**config.mk**
```make
export PLATFORM = sky130hd
export DESIGN_NAME = instr_state_encoder_flat
export DESIGN_NICKNAME = d
export VERILOG_FILES = /design/src/rtl/instr_state_encoder_if.sv /design/src/rtl/instr_state_encoder.sv /design/src/flat_wrapper.sv
export SDC_FILE = /design/constraint.sdc
export NUM_CORES = 1
export LEC_CHECK = 0
export ABC_AREA = 1
export CORE_MARGIN = 5
export CORE_UTILIZATION = 46
export CTS_BUF_LIST = sky130_fd_sc_hd__clkbuf_4
export DETAILED_ROUTE_END_ITERATION = 10
export GPL_ROUTABILITY_DRIVEN = 1
export PLACE_DENSITY = 0.87
export SYNTH_ARGS = -nofsm -noshare
export SYNTH_HDL_FRONTEND = slang
export SYNTH_SLANG_ARGS = --single-unit
```
**constraint.sdc**
```tcl
create_clock -name clk -period 0.95 [get_ports clk]
set_input_delay 0.19 -clock clk [delete_from_list [all_inputs] [get_ports clk]]
set_output_delay 0.19 -clock clk [all_outputs]
set_load 0.02 [all_outputs]
```
**src/rtl/instr_state_encoder_if.sv**
```systemverilog
// Instruction-in / state-code-out bundle for the ARMSIM start-state encoder.
// The master drives instructions; the slave returns the registered state code.
interface instr_state_encoder_if;
    logic [31:0] instr;
    logic [6:0]  state_code;

    modport master (
        output instr,
        input  state_code
    );

    modport slave (
        input  instr,
        output state_code
    );
endinterface

```
**src/rtl/instr_state_encoder.sv**
```systemverilog
// Maps an ARM instruction word to the ARMSIM control-unit starting state.
// One register stage: the code appears one clock after the instruction is sampled.
module instr_state_encoder (
    input  logic                  clk,
    input  logic                  reset_n,
    instr_state_encoder_if.slave  bus
);

    localparam logic [2:0] OpDpReg   = 3'b000;
    localparam logic [2:0] OpDpImm   = 3'b001;
    localparam logic [2:0] OpLsImm   = 3'b010;
    localparam logic [2:0] OpLsReg   = 3'b011;
    localparam logic [2:0] OpBranch  = 3'b101;

    localparam logic [6:0] CodeBl      = 7'd40;
    localparam logic [6:0] CodeB       = 7'd42;
    localparam logic [6:0] CodeDpImm   = 7'd43;
    localparam logic [6:0] CodeDpReg   = 7'd44;
    localparam logic [6:0] CodeUnsupp  = 7'd0;

    localparam logic [6:0] BaseLsImmSt = 7'd4;
    localparam logic [6:0] BaseLsImmLd = 7'd22;
    localparam logic [6:0] BaseLsRegSt = 7'd11;
    localparam logic [6:0] BaseLsRegLd = 7'd29;
    localparam logic [6:0] BaseHwRegSt = 7'd52;
    localparam logic [6:0] BaseHwImmSt = 7'd45;
    localparam logic [6:0] BaseHwRegLd = 7'd70;
    localparam logic [6:0] BaseHwImmLd = 7'd63;

    logic [2:0] op;
    logic       p_bit;
    logic       u_bit;
    logic       w_bit;
    logic       l_bit;
    logic       hw_imm;
    logic       is_hw;
    logic [6:0] off_imm;
    logic [6:0] off_reg;
    logic [6:0] hw_base;
    logic [6:0] state_code_d;
    logic [6:0] state_code_q;

    assign op     = bus.instr[27:25];
    assign p_bit  = bus.instr[24];
    assign u_bit  = bus.instr[23];
    assign hw_imm = bus.instr[22];
    assign w_bit  = bus.instr[21];
    assign l_bit  = bus.instr[20];
    assign is_hw  = bus.instr[7] & bus.instr[4];

    // Bits outside the decoded fields are intentionally ignored.
    logic unused_instr;
    assign unused_instr = ^{bus.instr[31:28], bus.instr[19:8], bus.instr[6:5], bus.instr[3:0]};

    // Addressing-mode offset from the class base; immediate and register
    // forms share pre/post-index offsets but differ for offset-only (P1W0).
    always_comb begin
        off_imm = 7'd0;
        off_reg = 7'd0;
        if (!p_bit) begin
            off_imm = u_bit ? 7'd2 : 7'd0;
            off_reg = u_bit ? 7'd2 : 7'd0;
        end else if (w_bit) begin
            off_imm = u_bit ? 7'd6 : 7'd4;
            off_reg = u_bit ? 7'd6 : 7'd4;
        end else begin
            off_imm = u_bit ? 7'd17 : 7'd16;
            off_reg = u_bit ? 7'd8  : 7'd7;
        end
    end

    always_comb begin
        hw_base = BaseHwRegSt;
        case ({l_bit, hw_imm})
            2'b00:   hw_base = BaseHwRegSt;
            2'b01:   hw_base = BaseHwImmSt;
            2'b10:   hw_base = BaseHwRegLd;
            2'b11:   hw_base = BaseHwImmLd;
            default: hw_base = BaseHwRegSt;
        endcase
    end

    always_comb begin
        state_code_d = CodeUnsupp;
        case (op)
            OpBranch: state_code_d = p_bit ? CodeBl : CodeB;
            OpLsImm:  state_code_d = (l_bit ? BaseLsImmLd : BaseLsImmSt) + off_imm;
            OpLsReg:  state_code_d = (l_bit ? BaseLsRegLd : BaseLsRegSt) + off_reg;
            OpDpReg: begin
                if (is_hw) begin
                    state_code_d = hw_base + (hw_imm ? off_imm : off_reg);
                end else begin
                    state_code_d = CodeDpReg;
                end
            end
            OpDpImm:  state_code_d = CodeDpImm;
            default:  state_code_d = CodeUnsupp;
        endcase
    end

    always_ff @(posedge clk or negedge reset_n) begin
        if (!reset_n) begin
            state_code_q <= 7'd0;
        end else begin
            state_code_q <= state_code_d;
        end
    end

    assign bus.state_code = state_code_q;

endmodule

```
**src/flat_wrapper.sv**
```systemverilog
// flat-port wrapper written by rule: the top's interface ports become plain ports
module instr_state_encoder_flat 
  (clk, reset_n, bus_instr, bus_state_code);
  instr_state_encoder_if bus_i ();
  input  logic clk;
  input  logic reset_n;
  input wire logic [$bits(bus_i.instr)-1:0] bus_instr;
  output wire logic [$bits(bus_i.state_code)-1:0] bus_state_code;
  assign bus_i.instr = bus_instr;
  assign bus_state_code = bus_i.state_code;
  instr_state_encoder u_core (.clk(clk), .reset_n(reset_n), .bus(bus_i));
endmodule
```
### After elaboration in Yosys (flattened, before gate mapping)

Index checks and enable logic that the tools add are counted.

* bits in registers: 7
* bits in latches: 0
* bits in writable memories: 0
* bits in read-only memories: 0
* input bits: 34
* output and inout bits: 7
* word-level logic and storage cells: 29
* memories kept: 0

* add/subtract/negate cells: 3
* $mul: 0
* div/mod/pow operators: 0
* order comparisons: 0
* equality and inequality tests: 7
* shifts and indexed selects: 0
* multiplexer cells: 15
* bitwise gates (word level): 1
* reductions and logical operators: 2

Operator list (count)
* 2-to-1 mux 7 bit: 6
* case mux 7 bit (5 select lines): 1
* case mux 7 bit (4 select lines): 1
* adder 7 bit: 3
* 2-to-1 mux 5 bit: 2
* == test 3 x 2 -> 1 bit, second input constant: 2
* 2-to-1 mux 2 bit: 3
* == test 2 bit, second input constant: 2
* 2-to-1 mux 4 bit: 1
* == test 3 x 1 -> 1 bit, second input constant: 1
* == test 3 bit, second input constant: 1
* logical NOT 3 bit: 1
* == test 2 x 1 -> 1 bit, second input constant: 1
* logical NOT 2 bit: 1
* AND 1 bit: 1
* 2-to-1 mux 1 bit: 1

### Logic depth before layout (Yosys ltp)

* depth after elaboration: 7
* mapped depth: 15
* depth with buffers taken out: 15

### Worst setup path after synthesis

Ideal clock, no wire load.

* path type: in2reg
* start point: input bus_instr[21]
* end point: register u_core.state_code_q[5], in the netlist u_core.bus.state_code[5]
* setup time: 0.123 ns
* data arrival time: 1.891 ns
* data required time: 0.827 ns
* slack: -1.064 ns
* stages on the path: 14
* path buffers: 0
* path through: inv_1 > ha_1 > a21oi_1 > inv_1 > o21ai_0 > ha_1 > a21oi_1 > nand3_2 > nand2_2 > nand2_1 > nand2_1 > nand3_1 > nand2_1 > nand2_1

* longest elaborated chain between the ends: 6
* elaborated cells on any way between the ends: 10
* those cells by class: 3 x add/sub; 7 x mux

RTL lines
* start: declaration: line flat_wrapper.sv:7 `input wire logic [$bits(bus_i.instr)-1:0] bus_instr;`
* 2-to-1 mux 7 bit: line instr_state_encoder.sv:63 `end else if (w_bit) begin`
* 2-to-1 mux 7 bit: line instr_state_encoder.sv:60 `if (!p_bit) begin`
* 2-to-1 mux 7 bit: line instr_state_encoder.sv:91 `state_code_d = hw_base + (hw_imm ? off_imm : off_reg);`
* adder 7 bit: line instr_state_encoder.sv:91
* 2-to-1 mux 7 bit: line instr_state_encoder.sv:90 `if (is_hw) begin`
* case mux 7 bit (5 select lines) *: line instr_state_encoder.sv:85 `case (op)`
* via u_core.state_code_d[5]: line instr_state_encoder.sv:40 `logic [6:0] state_code_d;`
* end signal: assignment: line instr_state_encoder.sv:105 `state_code_q <= state_code_d;`
* end: declaration: line instr_state_encoder.sv:41 `logic [6:0] state_code_q;`

The timed path passes the listed nets; every way through them passes the cells marked *.

### Worst setup path in the final report

* start point: input bus_instr[21]
* end point: register u_core.state_code_q[4], in the netlist u_core.bus.state_code[4]

Same word-level chain as after synthesis.

==> run_results.csv <==
group,metric,value,unit
routing,drt_pass_1_iters,4,
grt,global_route_wire_length_before_repair,4.28,mm
routing,met2_wirelength,1.56,mm
floorplan,y_dimension_of_the_die,54.8,um
timing,final.setup.worst_slack,-0.827,ns
critical_path,critPathRequiredTime,1.08,ns
layout,largest_reg_flops,7,
grt,grt_max_degree,8,
power,cellPowerDensity,839,nW/um^2
synth,synth_top_cell_by_area,"sky130_fd_sc_hd__ha_1",
hold_path,min_path_type,"in -> async",
grt,globalRouteTotalUtil,19.9,%
timing,worst_slew_margin_rel,78.2,%
clock_network,tritoncts,"built",
run_status,outcome,"finished, violations left",
timing,post-route-min-period,1.78,ns
critical_path,worst_ep_arrival_time,1.91,ns
synth,most_area_consuming_cells_after_synthesis,"sky130_fd_sc_hd__ha_1, sky130_fd_sc_hd__dfrtp_1, sky130_fd_sc_hd__nand2_1",
routing,drc,0,
power,power.share.switching,35.6,%
timing,fmax,563,MHz
floorplan,die-area,3000,sq um
place,gpl.final_weighted_congestion,0.878,
timing,final.setup.tns,-4.47,ns
layout,nNetsFinal,235,
layout,multi_input_area,826,sq um
routing,drt-total-wl,2.81,mm
layout,drive_gt1_share,53.0,%
floorplan,num_rows,16,
power,share_clk_of_total_power,21.8,%
clock_network,numCtsBuffers,3,
synth,synth.yosys.seq_area_share,19.0,%
floorplan,initial_util,47.5,%
power,irDropWorstVdd,581,uV
synth,postSynthAreaPerCell,7.15,sq um
grt,grt_pass1_vias,1026,
timing,final_worst_hold_slack,0.202,ns
synth,synthDominantCellAreaShare,23.1,%
critical_path,timing.critical_path.from_type,"primary input",
floorplan,boundary_pins,41,
clock_network,cts.sink_count,7,
critical_path,cp-end-kind,"flip-flop",
floorplan,die-width,54.8,um
power,leakagePower,0.820,nW
place,port_buffers,18,
layout,antenna_cells_inserted,0,
clock_network,clk_path_buf_depth,2,
routing,route.detailed.wl_per_inst,13.5,um
clock_network,cts.root.buffer_cell,"sky130_fd_sc_hd__clkbuf_4",
synth,netlist_area,922,sq um
power,cell_internal_pwr,0.000870,W
critical_path,setup.worst_path.class,"in -> reg",
grt,grt.overflow.total,0,
routing,via_count,1075,
place,hpwlAfterDp,2.01,mm
routing,drt_iter0_markers,21,
layout,layout-area-overhead-vs-synth,74.6,%
critical_path,maximum_fanout_count_along_the_critical_path,2,
timing,hold_viol_final,0,
floorplan,core-area,1940,sq um
clock_network,clkSlewWorstSetupHoldPaths,0.05,ns
routing,routed.top_layer,"met4",
power,seqPwrFrac,24.8,%
routing,detailroute.wirelength.met3,145,um
timing,report.final.setup_viol,7,
run_status,failing_checks,"negative setup slack",
timing,report.final.slew_viol_count,0,
timing,unrepaired_setup_endpoints_after_global_routing,"yes",
power,power_share_of_the_combinational_group,53.5,%
grt,number_of_antenna_violations_at_the_first_check_in_global_routing,0,
job,cap_violations,0,
layout,area.sequential,175,sq um
power,p_switching,0.000481,W
clock_network,htreeDepth,1,
routing,ant_nets,0,
synth,ys_types,25,
synth,synth.net_count,182,
timing,worst_slew_pin_slew,0.327,ns
layout,n_fill_cell,119,
synth,syn-instance-count,129,
synth,postSynthRegisterBits,7,
timing,post-route-period-util,187,%
synth,ys_warns,0,
place,worst_setup_slack_after_placement,-1.55,ns
routing,m1WireLength,1.06,mm
routing,drt-vias-per-instance,5.17,
-- metal layers --
layer  vias up  global-route usage [%]
met5         -                       0
met2        36                    40.7
met1       505                    20.2
li1        528                       -
met4         0                    7.47
met3         6                    1.09
-- stage by stage --
step	utilization, %	instances	cell area, sq um	total power [W]
floorplan	-	129	971	0.000646
global placement	69.9	197	1360	0.000890
CTS	75.4	205	1460	0.00125
detailed placement	69.9	197	1360	0.000909
finish	82.9	208	1610	0.00135
global route	82.9	208	1610	0.00143
-- layout make-up --
class	count	area share (%)
Timing Repair Buffer	49	27.4
Multi-Input combinational cell	98	51.3
Tap cell	27	2.10
Sequential cell	7	10.9
Clock buffer	4	1.86
Inverter	23	6.45
-- synthesized netlist by cell type (all sizes together) --
cell and count:
a211oi 1, a21oi 6, a22oi 1, buf 1, dfrtp 7, fa 2
ha 17, inv 23, nand2 27, nand3 14, nand3b 1, nand4 1
nor2 13, nor3 3, o2111ai 1, o211ai 2, o21ai 6, or2 2
xor2 1
-- power groups by stage --
stage / registers [W] / clock network (W) / logic [W]
after detailed placement: 0.000334 / 0 / 0.000574
after CTS: 0.000331 / 0.000296 / 0.000627
final: 0.000334 / 0.000294 / 0.000722
after global routing: 0.000335 / 0.000310 / 0.000788
after floorplan: 0.000367 / 0 / 0.000279
after global placement: 0.000333 / 0 / 0.000557
-- path summary, 6_finish.rpt --
check | start | to | slack (ns) | cells after the start
max | bus_instr[21] | u_core.bus.state_code[4] | -0.83 | 15
min | reset_n | u_core.bus.state_code[1] | 0.20 | 1
max in group asynchronous | reset_n | u_core.bus.state_code[6] | 0.50 | 1
min in group clk | bus_instr[27] | u_core.bus.state_code[6] | 0.39 | 5
-- critical path, stage by stage --
cell,delay (ns)
sky130_fd_sc_hd__buf_6,0.10
sky130_fd_sc_hd__buf_6,0.11
sky130_fd_sc_hd__ha_2,0.16
sky130_fd_sc_hd__nor2_1,0.09
sky130_fd_sc_hd__nor2_1,0.08
sky130_fd_sc_hd__nand2_1,0.10
sky130_fd_sc_hd__o21ai_4,0.08
sky130_fd_sc_hd__buf_4,0.14
sky130_fd_sc_hd__fa_2,0.34
sky130_fd_sc_hd__inv_2,0.07
sky130_fd_sc_hd__nand3_2,0.09
sky130_fd_sc_hd__nand2_2,0.08
sky130_fd_sc_hd__nand3b_1,0.10
sky130_fd_sc_hd__nand3_2,0.10
sky130_fd_sc_hd__nand3_2,0.06
-- repair_timing --
item / CTS / global route
setup endpoints to repair: 14 / 13
gates resized for setup: 76 / 43
pin swaps: 18 / 22
setup buffers: 4 / 4
hold buffers: 0 / 0
endpoints found under the hold margin: 0 / 0
-- kinds of logic after synthesis --
kind of cell | share of synthesized area [%]
DFF | 19.0
buffers and inverters | 10.2
xor gates and xnor gates | 0.950
AOI/OAI and AO/OA | 11.1
adders and majority gates | 27.4
and+or+nand+nor | 31.3
-- cell usage in the layout, fill, tap and decap left out, types with 2 or more instances in the layout --
cell and count:
sky130_fd_sc_hd__nand2_2 9, sky130_fd_sc_hd__ha_1 9, sky130_fd_sc_hd__nor3_1 2, sky130_fd_sc_hd__clkbuf_4 4
sky130_fd_sc_hd__nand3_1 7, sky130_fd_sc_hd__o211ai_1 2, sky130_fd_sc_hd__a21oi_2 2, sky130_fd_sc_hd__dfrtp_1 7
sky130_fd_sc_hd__inv_2 9, sky130_fd_sc_hd__buf_6 12, sky130_fd_sc_hd__clkdlybuf4s50_1 3, sky130_fd_sc_hd__ha_2 3
sky130_fd_sc_hd__nor2_1 9, sky130_fd_sc_hd__or2_4 2, sky130_fd_sc_hd__inv_1 12, sky130_fd_sc_hd__nor2_4 3
sky130_fd_sc_hd__dlymetal6s2s_1 2, sky130_fd_sc_hd__nand3_2 7, sky130_fd_sc_hd__buf_4 29, sky130_fd_sc_hd__o21ai_1 3
sky130_fd_sc_hd__ha_4 5, sky130_fd_sc_hd__nand2_1 18, sky130_fd_sc_hd__a21oi_1 3
Power figures use the tool's default switching activity.
